===== src/rtl/ascon_pkg.sv =====
// Shared ASCON types and output-path width constants.
// Used by the bdo unpacker and the other ascon blocks.
package ascon_pkg;

    typedef enum logic [3:0] {
        D_NULL  = 4'd0,
        D_NONCE = 4'd1,
        D_AD    = 4'd2,
        D_MSG   = 4'd3,
        D_TAG   = 4'd4,
        D_HASH  = 4'd5
    } e_data_type;

    typedef enum logic {
        S_IDLE = 1'b0,
        S_SEND = 1'b1
    } e_bdo_state;

    localparam int ASCON_CCW = 64;
    localparam int ASCON_OW  = 32;
    localparam int ASCON_NW  = 4;

    // Word count implied by a valid mask: position of the highest set bit plus one.
    function automatic logic [3:0] mask_to_count(input logic [7:0] mask);
        logic [3:0] n;
        n = 4'd0;
        for (int i = 0; i < 8; i++) begin
            if (mask[i]) n = 4'(i + 1);
        end
        return n;
    endfunction

endpackage


===== src/rtl/ascon_bdo_unpacker.sv =====
// Serializes 128-bit bdo blocks from ascon_core into 32-bit words with type/last side info.
// Optional handshake counter on word_cnt_o is enabled by defining ASCON_BDO_CNT_EN.
module ascon_bdo_unpacker
    import ascon_pkg::*;
#(
    parameter int CCW = ASCON_CCW,
    parameter int OW  = ASCON_OW
) (
    input  logic                    clk_i,
    input  logic                    rst_i,
    input  logic                    flush_i,
    input  logic [2*CCW-1:0]        bdo_i,
    input  logic [(2*CCW/OW)-1:0]   bdo_word_valid_i,
    input  logic                    bdo_valid_i,
    output logic                    bdo_ready_o,
    input  e_data_type              bdo_type_i,
    input  logic                    bdo_eot_i,
    output logic [OW-1:0]           word_o,
    output logic                    word_valid_o,
    input  logic                    word_ready_i,
    output e_data_type              word_type_o,
    output logic                    word_last_o,
    output logic                    busy_o
`ifdef ASCON_BDO_CNT_EN
    ,
    output logic [15:0]             word_cnt_o
`endif
);

    localparam int BW = 2 * CCW;
    localparam int NW = BW / OW;
    localparam int IW = (NW > 1) ? $clog2(NW) : 1;

    e_bdo_state     r_state;
    logic [BW-1:0]  r_buf;
    e_data_type     r_type;
    logic           r_eot;
    logic [IW-1:0]  r_idx;
    logic [IW-1:0]  r_last_idx;

    logic [3:0]     w_n;
    logic [3:0]     w_n_m1;
    logic           w_send;
    logic           w_final;
    logic           w_load;
    logic [OW-1:0]  w_words [NW];

    assign w_n     = mask_to_count(8'(bdo_word_valid_i));
    assign w_n_m1  = w_n - 4'd1;
    assign w_send  = (r_state == S_SEND);
    assign w_final = w_send && (r_idx == r_last_idx);

    // Ready in SEND only when the last word is leaving, so the next block reloads with no bubble.
    assign bdo_ready_o = !rst_i && !flush_i && ((r_state == S_IDLE) || (w_final && word_ready_i));
    assign w_load      = bdo_valid_i && bdo_ready_o;

    generate
        for (genvar gi = 0; gi < NW; gi++) begin : g_word_mux
            assign w_words[gi] = r_buf[gi*OW +: OW];
        end
    endgenerate

    assign word_o       = w_send ? w_words[r_idx] : '0;
    assign word_valid_o = w_send;
    assign word_type_o  = w_send ? r_type : D_NULL;
    assign word_last_o  = w_final && r_eot;
    assign busy_o       = w_send;

    always_ff @(posedge clk_i or posedge rst_i) begin
        if (rst_i) begin
            r_state    <= S_IDLE;
            r_buf      <= '0;
            r_type     <= D_NULL;
            r_eot      <= 1'b0;
            r_idx      <= '0;
            r_last_idx <= '0;
        end else if (flush_i) begin
            r_state    <= S_IDLE;
            r_buf      <= '0;
            r_type     <= D_NULL;
            r_eot      <= 1'b0;
            r_idx      <= '0;
            r_last_idx <= '0;
        end else if (w_load) begin
            // An empty mask consumes the block without emitting anything.
            r_state    <= (w_n == 4'd0) ? S_IDLE : S_SEND;
            r_buf      <= bdo_i;
            r_type     <= bdo_type_i;
            r_eot      <= bdo_eot_i;
            r_idx      <= '0;
            r_last_idx <= w_n_m1[IW-1:0];
        end else if (w_send && word_ready_i) begin
            if (w_final) begin
                r_state <= S_IDLE;
            end else begin
                r_idx <= r_idx + IW'(1);
            end
        end
    end

`ifdef ASCON_BDO_CNT_EN
    logic [15:0] r_word_cnt;

    always_ff @(posedge clk_i or posedge rst_i) begin
        if (rst_i) begin
            r_word_cnt <= 16'd0;
        end else if (word_valid_o && word_ready_i) begin
            r_word_cnt <= r_word_cnt + 16'd1;
        end
    end

    assign word_cnt_o = r_word_cnt;
`endif

endmodule

===== config.mk =====
export PLATFORM = sky130hd
export DESIGN_NAME = ascon_bdo_unpacker
export DESIGN_NICKNAME = d
export VERILOG_FILES = /design/src/rtl/ascon_pkg.sv /design/src/rtl/ascon_bdo_unpacker.sv
export SDC_FILE = /design/constraint.sdc
export NUM_CORES = 1
export LEC_CHECK = 0
export CAP_MARGIN = 20
export CORE_MARGIN = 4
export CORE_UTILIZATION = 40
export DETAILED_ROUTE_END_ITERATION = 6
export GPL_TIMING_DRIVEN = 0
export PLACE_DENSITY = 0.73
export SYNTH_ARGS = -nofsm -noshare
export SYNTH_HDL_FRONTEND = slang
export SYNTH_SLANG_ARGS = --single-unit
export TNS_END_PERCENT = 1

===== constraint.sdc =====
create_clock -name clk_i -period 10.93 [get_ports clk_i]
set_clock_uncertainty 0.2 [all_clocks]
set_input_delay 2.186 -clock clk_i [delete_from_list [all_inputs] [get_ports clk_i]]
set_output_delay 2.186 -clock clk_i [all_outputs]
set_load 0.05 [all_outputs]

After elaboration in Yosys (flattened, before gate mapping)
Index checks and enable logic that the tools add are counted.

word-level totals
  bits in registers = 138
  bits in latches = 0
  RAM bits = 0
  ROM bits = 0
  input bits = 142
  output and inout bits = 40
  word-level logic and storage cells = 55
  memories kept = 0

operators by class
  add/subtract/negate cells = 2
  multiply operators = 0
  div/mod/pow operators = 0
  magnitude comparators = 1
  eq/ne operators = 2
  shift-type cells = 0
  multiplexer cells = 26
  bitwise operators = 2
  reductions and logical operators = 16

operators by type and width
  cell                 number
  $mux 128             2
  $mux 32              3
  $bmux 32 s2          1
  $mux 4               5
  $mux 2               7
  $mux 1               8
  $logic_and 1x1->1    7
  $reduce_bool 3->1    2
  $logic_not 4->1      1
  $reduce_and 2->1     2
  $ge 3x3->1 const B   1
  $ne 3x2->1 const B   1
  $not 2->3            1
  $add 2x1->2 const B  1
  $eq 2x2->1           1
  $logic_not 1->1      2
  $reduce_bool 2->1    1
  $sub 2x1->2 const B  1
  $logic_or 1x1->1     1
  $not 1->1            1

Longest topological paths before layout
Gate-level depths: netlist (run 1).

  word-level depth = 8
  gate-level depth with buffers = 7
  mapped depth without buffers = 6

Least setup slack after synthesis (run 1)
No wires, ideal clock.

  path type = input -> output
  start = in rst_i
  end = out bdo_ready_o
  arrival = 5,848 ps
  required time = 8,544 ps
  setup slack = 2,696 ps
  stages = 2
  path buffers = 0
  cells stage by stage = inv_1 > and3_1

on the way
  word-level cells in the longest chain between the ends = 3

RTL lines
  element                           line                      source
  from (decl)                       ascon_bdo_unpacker.sv:10  input logic rst_i,
  $logic_not 1->1 (no source line)  --
  $logic_and 1x1->1 (2 in a row)    ascon_bdo_unpacker.sv:54  assign bdo_ready_o = !rst_i && !flush_i && ((r_state == S_IDLE) || (w_final && word_ready_i));
  to (decl)                         ascon_bdo_unpacker.sv:15  output logic bdo_ready_o,

Every way passes these cells.

Worst setup path after layout (run 1)
Same ends and word-level chain as after synthesis.

==> results of run 1 <==
==> cells in the final DEF (no fill, tap or decap), types with 3 or more instances in the layout <==
cell type,instances
a21oi_1,135
and2_1,36
buf_2,22
buf_4,9
clkbuf_1,24
clkbuf_16,17
clkdlybuf4s50_1,181
clkinv_2,3
clkinv_4,6
clkinvlp_4,3
dfrtp_1,138
inv_1,3
mux4_2,32
nand2_1,268
nor2_1,3
nor2b_1,4
nor3_1,3
==> state kept, by name (all words and copies together), names as in the netlist <==
signal and cells:
r_buf 128, busy_o 1, r_last_idx 2, r_idx 2, r_type 4, r_eot 1
==> critical path, delay by kind of cell <==
kind                   cells  cell delay [ns]
buffers and inverters      3             1.77
and+or+nand+nor            1             0.27
==> through the flow <==
| stage | cell area, um^2 | hold WS, ns | util | power [mW] |
|---|---|---|---|---|
| global placement | 8690 | 0.306 | 0.541 | 0.771 |
| finish | 9310 | 0.319 | 0.580 | 1.34 |
| global route | 9310 | 0.332 | 0.580 | 1.40 |
| CTS | 9310 | 0.319 | 0.580 | 1.35 |
| floorplan | 6610 | 0.296 | - | 0.673 |
| detailed placement | 8720 | 0.312 | 0.543 | 0.775 |
==> cell usage after synthesis <==
library cell / count / area [um^2]
and3_1: 2 / 12.5
mux4_2: 32 / 721
a2111oi_0: 1 / 8.76
nor2_1: 3 / 11.3
and2_1: 36 / 225
buf_4: 9 / 67.6
nor2b_1: 4 / 25.0
clkbuf_1: 24 / 90.1
a31oi_4: 1 / 21.3
o21ai_0: 2 / 10.0
ha_1: 1 / 12.5
buf_2: 22 / 110
xor2_1: 1 / 8.76
and3b_1: 1 / 8.76
nand2_1: 268 / 1010
o21bai_1: 2 / 15.0
nand3_1: 2 / 10.0
a211oi_1: 1 / 7.51
xnor2_2: 2 / 32.5
buf_1: 2 / 7.51
inv_1: 4 / 15.0
nor3_1: 3 / 15.0
and2_0: 1 / 6.26
dfrtp_1: 138 / 3450
a31o_2: 2 / 17.5
o211ai_1: 1 / 7.51
nor3b_1: 1 / 7.51
a21oi_1: 135 / 676
==> final timing paths <==
path | start | cells after the start | slack [ns] | endpoint
max | rst_i | 4 | 4.30 | bdo_ready_o
min | r_buf[89] | 2 | 0.32 | r_buf[89]
max reg2reg | busy_o | 6 | 8.72 | r_buf[39]
min reg2reg | r_buf[89] | 2 | 0.32 | r_buf[89]
max in group asynchronous | rst_i | 3 | 7.68 | r_buf[50]
min in group asynchronous | rst_i | 2 | 2.08 | busy_o
==> cell families (layout without fill, tap and decap cells) <==
kind of cell / Yosys count / in the layout
buffers and inverters: 61 / 275
and+or+nand+nor: 321 / 321
xor gates and xnor gates: 3 / 3
muxes: 32 / 32
DFF: 138 / 138
AOI/OAI and AO/OA: 145 / 145
adders and majority gates: 1 / 1
==> power breakdown <==
part	switching, mW	internal, mW
clock network	0.230	0.342
registers	0.0173	0.542
logic	0.110	0.0957
total	0.358	0.979
==> metal layers <==
metal	track usage	part of all wire	up-vias
met5	0	0	-
met4	0.0694	0.015	0
met3	0.0511	0.060	27
met2	0.361	0.48	194
met1	0.317	0.44	2826
li1	-	-	2730
==> layout make-up <==
| class | instances | area, um^2 | share of cell area |
|---|---|---|---|
| plain buffers | 57 | 275 | 0.0296 |
| clock buffers | 18 | 439 | 0.0472 |
| clock inverters | 14 | 150 | 0.0161 |
| inverters | 4 | 20.0 | 0.00215 |
| multi-input cells | 502 | 2870 | 0.308 |
| flip-flops and latches | 138 | 3450 | 0.371 |
| well taps | 216 | 270 | 0.0290 |
| repair buffers | 182 | 1840 | 0.198 |
==> summary.md, run 1 <==
| Metric | Value |
|---|---|
| TritonCTS clock tree | built |
| Area growth, synth to finish | 40.9% |
| Area share of and/or/nand/nor cells after synthesis | 0.201 |
| Global Route Usage Sum | 0.228 |
| Clk_lat worst skew | 0.42 ns |
| RSZ-0062 raised after global routing | false |
| Setup TNS Final | 0 ns |
| Final period utilization | 0.606 |
| Crit Path Class | input port to primary output |
| Root Buffer Master | clkbuf_16 |
| Total Wirelength | 20,300 um |
| Clk sinks | 138 |
| WL/cell | 17.9 um |
| Vias in the first global route | 5,953 |
| Synth Area in Compound Gates | 0.115 |
| Count of warnings emitted by yosys | 0 |
| Fin. max-slew vios | 0 |
| # Max-Cap Violations | 0 |
| Hold-fix buffers, CTS | 0 |
| First-pass GRT wire length | 32,300 um |
| Seq/Total Area, Yosys | 0.523 |
| Global placement routability congestion | 0.848 |
| H-tree levels | 4 |
| Worst slack, placed | 4.24 ns |
| Fmax | 151 MHz |
| DRT iter0 DRCs | 466 |
| Antenna Nets Post-Route | 0 |
| Data required time of the worst path | 8.54 ns |
| Hpwl dp | 14,300 um |
| Layout cells sized above 1 | 0.111 |
| Clk slew on worst S/H paths | 0.06 ns |
| Clock Path Buffers | 2 |
| Die height | 137 um |
| Slowest stage delay, CP | 0.81 ns |
| Number of buffers created by CTS | 17 |
| Main combinational cell family by area after synthesis | simple AND/OR/NAND/NOR gates |
| Post-synthesis cell area | 6610 um^2 |
| CP max FO | 57 |
| Fin. Hold Viols | 0 |
| Initial antenna violation count | 0 |
| # setup viols final | 0 |
| PortBufs | 181 |
| Post-Synth Adder-Cell Area | 0.00189 |
| Setup WS post-layout | 4.30 ns |
| Die width | 137 um |
| Net count after synthesis | 844 |
| P per Cell Area | 144 nW/um^2 |
| Filler cells | 1,427 |
| First-pass detailed-route iteration total | 4 |
| Synth cell types | 28 |
| Yosys reg bits | 138 |
| Setup crit end kind | primary output |
| Rows | 46 |
| Mean Syn Cell Area | 9.43 um^2 |
| Minimum clock period | 6.63 ns |
| Leak pwr | 3.89 nW |
| Vias after detailed routing | 5,777 |
| Number of vias per cell | 5.11 |
| Peak supply drop | 0.112 mV |
| Post-Syn Instances | 701 |
| Final Non-Filler Cells | 1,131 |
| Inst Count DP | 1,099 |
| Worst path slowest cell | clkdlybuf4s50_1 |
| CP arrival | 4.24 ns |
| Core area | 16,100 um^2 |
| IO Pins | 182 |
| CTS resizes | 0 |
| Relative slew margins | 0.489 |
| Largest net degree at the start of global routing | 84 |
| Postcts setup bufs | 0 |
| Status | completed |
| Initial core utilization | 0.412 |
| Congestion Overflow GR | 0 |
| Antenna Cells | 0 |
| HP Class | register to register |
| Residual DRC | 0 |
| Worst-Margin Slew | 0.767 ns |
| Final nets | 1,045 |
| Die ar. | 18,600 um^2 |
| CP Cell Sequence | clkdlybuf4s50_1, inv_6, and3_1, clkdlybuf4s50_1 |
| Top cell by count, worst path | clkdlybuf4s50_1 |
| XOR/XNOR Fraction of Synth Area | 0.00625 |
| CP Launch Type | input port |
| Multiplexer share of the synthesized area | 0.109 |
Power figures use the tool's default switching activity.
==> run 2, diff against run 1 <==
--- a/config.mk
+++ b/config.mk
@@ -10,7 +10,7 @@
 export CORE_UTILIZATION = 40
 export DETAILED_ROUTE_END_ITERATION = 6
 export GPL_TIMING_DRIVEN = 0
-export PLACE_DENSITY = 0.73
+export PLACE_DENSITY = 0.76
 export SYNTH_ARGS = -nofsm -noshare
 export SYNTH_HDL_FRONTEND = slang
 export SYNTH_SLANG_ARGS = --single-unit
==> constraint.sdc (replaced) <==
create_clock -name clk_i -period 5.5 [get_ports clk_i]
set_clock_uncertainty 0.2 [all_clocks]
set_input_delay 1.1 -clock clk_i [delete_from_list [all_inputs] [get_ports clk_i]]
set_output_delay 1.1 -clock clk_i [all_outputs]
set_load 0.05 [all_outputs]
==> summary.md, run 2 (synthesized netlist as in run 1, its figures left out) <==
| Metric | Value |
|---|---|
| Worst-Margin Slew | 0.747 ns (was 0.767 ns) |
| Worst slack, placed | 0.516 ns (was 4.24 ns) |
| Status | completed (unchanged) |
| CP max FO | 36 (was 57) |
| Peak supply drop | 0.215 mV (was 0.112 mV) |
| Max FFs per register | 128 (unchanged) |
| Final nets | 1,047 (was 1,045) |
| Core area | 16,100 um^2 (unchanged) |
| CP arrival | 3.66 ns (was 4.24 ns) |
| CTS resizes | 0 (unchanged) |
| Global placement routability congestion | 0.851 (was 0.848) |
| Residual DRC | 0 (unchanged) |
| Postcts setup bufs | 0 (unchanged) |
| First-pass GRT wire length | 32,200 um (was 32,300 um) |
| Final period utilization | 0.901 |
| Layout cells sized above 1 | 0.105 (was 0.111) |
| P per Cell Area | 274 nW/um^2 (was 144 nW/um^2) |
| Minimum clock period | 4.96 ns |
| R2R Path Start | r_idx[0] (was busy_o) |
| Total Wirelength | 20,600 um (was 20,300 um) |
| Fin util | 0.577 (was 0.580) |
| Antenna Cells | 0 (unchanged) |
| Clock Path Buffers | 2 (unchanged) |
| Biggest register | r_buf (unchanged) |
| Relative slew margins | 0.502 (was 0.489) |
| Filler cells | 1,447 (was 1,427) |
| Die ar. | 18,600 um^2 (unchanged) |
| Clk sinks | 138 (unchanged) |
| H-tree levels | 4 (unchanged) |
| Root Buffer Master | clkbuf_16 (unchanged) |
| Number of vias per cell | 5.14 (was 5.11) |
| Setup WS post-layout | 0.544 ns (was 4.30 ns) |
| Setup crit end kind | primary output (unchanged) |
| Number of buffers created by CTS | 17 (unchanged) |
| Data required time of the worst path | 4.20 ns (was 8.54 ns) |
| Commonest cells after routing, fill and taps aside | nand2_1, clkdlybuf4s50_1, dfrtp_1 (unchanged) |
| Crit Path Class | input port to primary output (unchanged) |
| Largest registers | r_buf: 128 flops, r_type: 4 flops (unchanged) |
| Leak pwr | 3.87 nW (was 3.89 nW) |
| First-pass detailed-route iteration total | 5 (was 4) |
| Most common cell after layout, fill and taps aside | nand2_1 (unchanged) |
| R2R Path End | r_buf[103] (was r_buf[39]) |
| Hold_sp | r_type[3] (was r_buf[89]) |
| Fmax | 202 MHz |
| Hold endpoint | r_type[3] (was r_buf[89]) |
| DRT iter0 DRCs | 474 (was 466) |
| Vias after detailed routing | 5,799 (was 5,777) |
| Initial antenna violation count | 0 (unchanged) |
| CP Launch Type | input port (unchanged) |
| WL/cell | 18.3 um (was 17.9 um) |
| Hold Path Depth | 2 (unchanged) |
| PortBufs | 181 (unchanged) |
| FF-to-FF path depth | 6 (unchanged) |
| Fin. max-slew vios | 0 (unchanged) |
| Hpwl dp | 14,900 um (was 14,300 um) |
| # Max-Cap Violations | 0 (unchanged) |
| Die width | 137 um (unchanged) |
| Initial core utilization | 0.412 (unchanged) |
| Placed Area | 8750 um^2 (was 8720 um^2) |
| Hold-fix buffers, CTS | 0 (unchanged) |
| Final instance area | 9260 um^2 (was 9310 um^2) |
| # setup viols final | 0 (unchanged) |
| Global Route Usage Sum | 0.229 (was 0.228) |
| Flop-to-flop setup slack | 3.30 ns (was 8.72 ns) |
| Clk slew on worst S/H paths | 0.05 ns (was 0.06 ns) |
| Congestion Overflow GR | 0 (unchanged) |
| HP Class | register to register (unchanged) |
| Clk_lat worst skew | 0.41 ns (was 0.42 ns) |
| Fin. Hold Viols | 0 (unchanged) |
| TritonCTS clock tree | built (unchanged) |
| Vias in the first global route | 6,086 (was 5,953) |
| IO Pins | 182 (unchanged) |
| Antenna Nets Post-Route | 0 (unchanged) |
| Die height | 137 um (unchanged) |
| Rows | 46 (unchanged) |
| Area growth, synth to finish | 40.2% (was 40.9%) |
| RSZ-0062 raised after global routing | false (unchanged) |
| Tot Pwr | 2.54 mW (was 1.34 mW) |
| Largest net degree at the start of global routing | 42 (was 84) |
[run 2: area by class of cell]
type,count,area (um^2),area share
flip-flops and latches,138,3450,0.373
multi-input cells,502,2870,0.309
repair buffers,184,1870,0.202
clock buffers,24,492,0.0531
plain buffers,57,275,0.0297
well taps,216,270,0.0292
inverters,4,18.8,0.00203
clock inverters,3,17.5,0.00189
[run 2: through the flow]
stage | hold slack (ns) | cells | setup TNS, ns
4_1_cts | 0.318 | 1128 | 0
3_5_place_dp | 0.310 | 1101 | 0
2_1_floorplan | 0.296 | 701 | 0
5_1_grt | 0.334 | 1128 | 0
6_report | 0.313 | 1128 | 0
3_3_place_gp | 0.305 | 1098 | -1.81
[run 2: critical path, cell delays in order]
cell,delay [ns]
clkdlybuf4s50_1,0.58
clkinvlp_4,0.62
buf_12,0.43
and3_1,0.21
clkdlybuf4s50_1,0.71
[run 2: routing by layer]
| metal | wire [um] | global-route usage | vias up |
|---|---|---|---|
| met5 | 0 | 0 | - |
| met4 | 381 | 0.0817 | 0 |
| met3 | 1330 | 0.0471 | 30 |
| met2 | 10100 | 0.371 | 223 |
| met1 | 8790 | 0.307 | 2813 |
| li1 | - | - | 2733 |
[run 2: worst max-delay path by stage]
stage | start | to | slack, ns | cells past startpoint
final | rst_i | bdo_ready_o | 0.54 | 5
after global routing | rst_i | bdo_ready_o | 0.34 | 5
after CTS | rst_i | bdo_ready_o | 0.50 | 5
after detailed placement | rst_i | bdo_ready_o | 0.52 | 5
after global placement | rst_i | bdo_ready_o | -1.81 | 4
after floorplan | rst_i | bdo_ready_o | 0.35 | 2
[run 2: where the power goes]
group	internal, mW	switching [mW]
Sequential	1.08	0.0357
Combinational	0.192	0.220
Clock	0.609	0.401
Total	1.88	0.657
==> run 3, diff against run 2 <==
--- a/config.mk
+++ b/config.mk
@@ -6,7 +6,7 @@
 export NUM_CORES = 1
 export LEC_CHECK = 0
 export CAP_MARGIN = 20
-export CORE_MARGIN = 4
+export CORE_MARGIN = 3
 export CORE_UTILIZATION = 40
 export DETAILED_ROUTE_END_ITERATION = 6
 export GPL_TIMING_DRIVEN = 0
==> summary.md, run 3 (synthesized netlist as in run 1, its figures left out) <==
| Metric | Value |
|---|---|
| R2R Path Start | r_idx[0] (unchanged) |
| Clk_lat worst skew | 0.43 ns (was 0.41 ns) |
| First-pass GRT wire length | 32,900 um (was 32,200 um) |
| Worst-Margin Slew | 0.774 ns (was 0.747 ns) |
| Number of buffers created by CTS | 17 (unchanged) |
| Crit Path Class | input port to primary output (unchanged) |
| Fin. Hold Viols | 0 (unchanged) |
| CP Launch Type | input port (unchanged) |
| Logic depth of the worst path, buffers included | 6 (was 5) |
| Tot Pwr | 2.69 mW (was 2.54 mW) |
| Final Non-Filler Cells | 1,133 (was 1,128) |
| Postcts setup bufs | 0 (unchanged) |
| Slowest stage delay, CP | 0.72 ns (was 0.71 ns) |
| Most common cell after layout, fill and taps aside | nand2_1 (unchanged) |
| Layout cells sized above 1 | 0.112 (was 0.105) |
| WP buf/inv | 5 (was 4) |
| Inst Count DP | 1,102 (was 1,101) |
| Total Wirelength | 20,700 um (was 20,600 um) |
| H-tree levels | 4 (unchanged) |
| Hpwl dp | 14,800 um (was 14,900 um) |
| Fin util | 0.586 (was 0.577) |
| Rows | 46 (unchanged) |
| RSZ-0062 raised after global routing | false (unchanged) |
| CP Cell Sequence | clkdlybuf4s50_1, clkinvlp_4, buf_16, buf_16, and3_1, clkdlybuf4s50_1 (was clkdlybuf4s50_1, clkinvlp_4, buf_12, and3_1, clkdlybuf4s50_1) |
| Global placement routability congestion | 0.819 (was 0.851) |
| Die ar. | 18,100 um^2 (was 18,600 um^2) |
| WL/cell | 18.3 um (about the same) |
| PortBufs | 181 (unchanged) |
| Largest registers | r_buf: 128 flops, r_type: 4 flops (unchanged) |
| Initial core utilization | 0.413 (was 0.412) |
| Antenna Nets Post-Route | 0 (unchanged) |
| Number of vias per cell | 5.12 (was 5.14) |
| Setup WS post-layout | 0.321 ns (was 0.544 ns) |
| # Max-Cap Violations | 0 (unchanged) |
| P per Cell Area | 287 nW/um^2 (was 274 nW/um^2) |
| Core area | 16,000 um^2 (was 16,100 um^2) |
| Global Route Usage Sum | 0.238 (was 0.229) |
| Congestion Overflow GR | 0 (unchanged) |
| Relative slew margins | 0.483 (was 0.502) |
| Clk slew on worst S/H paths | 0.05 ns (about the same) |
| Sw frac | 0.260 (was 0.259) |
| Area growth, synth to finish | 42.0% (was 40.2%) |
| Fin. max-slew vios | 0 (unchanged) |
| Peak supply drop | 0.226 mV (was 0.215 mV) |
| Fmax | 193 MHz (was 202 MHz) |
| Residual DRC | 0 (unchanged) |
| Final period utilization | 0.942 (was 0.901) |
| Largest net degree at the start of global routing | 35 (was 42) |
| Biggest register | r_buf (unchanged) |
| Sequential power share | 0.414 (was 0.439) |
| Commonest cells after routing, fill and taps aside | nand2_1, clkdlybuf4s50_1, dfrtp_1 (unchanged) |
| Status | completed (unchanged) |
| Data required time of the worst path | 4.20 ns (about the same) |
| # setup viols final | 0 (unchanged) |
| Clk pwr share | 0.431 (was 0.399) |
| P_int | 1.99 mW (was 1.88 mW) |
| CP max FO | 29 (was 36) |
| Worst slack, placed | 0.271 ns (was 0.516 ns) |
| CP arrival | 3.88 ns (was 3.66 ns) |
| Minimum clock period | 5.18 ns (was 4.96 ns) |
| Net Sw Power | 0.700 mW (was 0.657 mW) |
| Hold-fix buffers, CTS | 0 (unchanged) |
| Clock Path Buffers | 2 (unchanged) |
| Final nets | 1,048 (was 1,047) |
| Die height | 135 um (was 137 um) |
| Clk sinks | 138 (unchanged) |
| Max FFs per register | 128 (unchanged) |
| Vias after detailed routing | 5,802 (was 5,799) |
| R2R Path End | r_buf[85] (was r_buf[103]) |
| Leak pwr | 3.92 nW (was 3.87 nW) |
| Hold_sp | r_type[3] (unchanged) |
| HP Class | register to register (unchanged) |
| Crit path max-delay family | buffers and inverters (unchanged) |
| End point of the critical path | bdo_ready_o (unchanged) |
| Vias in the first global route | 6,071 (was 6,086) |
| Setup crit end kind | primary output (unchanged) |
| Root Buffer Master | clkbuf_16 (unchanged) |
| FF-to-FF path depth | 6 (unchanged) |
| Antenna Cells | 0 (unchanged) |
| Initial antenna violation count | 0 (unchanged) |
| Combinational group share of total power | 0.155 (was 0.163) |
| Setup TNS Final | 0 ns (unchanged) |
| Flop-to-flop setup slack | 3.33 ns (was 3.30 ns) |
| Worst path slowest cell | clkdlybuf4s50_1 (unchanged) |
| CTS resizes | 0 (unchanged) |
| TritonCTS clock tree | built (unchanged) |
| CP startpoint | rst_i (unchanged) |
| DRT iter0 DRCs | 509 (was 474) |
| First-pass detailed-route iteration total | 5 (unchanged) |
| Die width | 135 um (was 137 um) |
| IO Pins | 182 (unchanged) |
-- run 3: changes by cell type in the layout (fill, tap and decap cells not counted), sizes merged --
cell      change
clkbuf        -5
bufinv        +3
clkinv        +4
clkinvlp      +2
buf           +1
-- run 3: layout make-up --
cell class / count / area (um^2)
fillers: 1476 / 6620
flip-flops and latches: 138 / 3450
multi-input cells: 502 / 2870
repair buffers: 185 / 1910
clock buffers: 19 / 443
plain buffers: 57 / 275
well taps: 216 / 270
clock inverters: 12 / 150
inverters: 4 / 18.8
-- run 3: metal layers --
| layer | global-route usage | up-vias | share of wire |
|---|---|---|---|
| met4 | 0.0656 | 0 | 0.014 |
| met2 | 0.382 | 223 | 0.50 |
| met3 | 0.0570 | 23 | 0.062 |
| met5 | 0 | - | 0 |
| met1 | 0.327 | 2822 | 0.42 |
| li1 | - | 2734 | - |
-- run 3: power by group through the flow --
stage,registers [mW],logic [mW],clock network [mW]
after floorplan,1.12,0.219,0
after global placement,1.13,0.403,0
after detailed placement,1.13,0.418,0
after CTS,1.11,0.421,1.17
after global routing,1.12,0.457,1.22
final,1.11,0.416,1.16
-- run 3: worst min path at each step --
stage	slack (ns)	to	cells after the start
finish	0.31	r_type[3]	2
global placement	0.31	r_buf[39]	2
global route	0.33	r_type[3]	2
detailed placement	0.31	r_type[3]	2
CTS	0.32	r_type[3]	2
floorplan	0.30	r_type[0]	2
-- run 3: through the flow --
step | instance area, um^2 | hold WS (ns)
floorplan | 6610 | 0.296
global placement | 8690 | 0.305
detailed placement | 8790 | 0.310
CTS | 9380 | 0.317
global route | 9380 | 0.335
finish | 9380 | 0.315
-- run 3: worst reg2reg max path: cells and delay by family (launching register included) --
kind	cells	cell delay, ns
buffers and inverters	2	0.68
AND/OR/NAND/NOR	1	0.14
flip-flops	1	0.36
XOR/XNOR	1	0.20
AO/OA/AOI/OAI	2	0.52
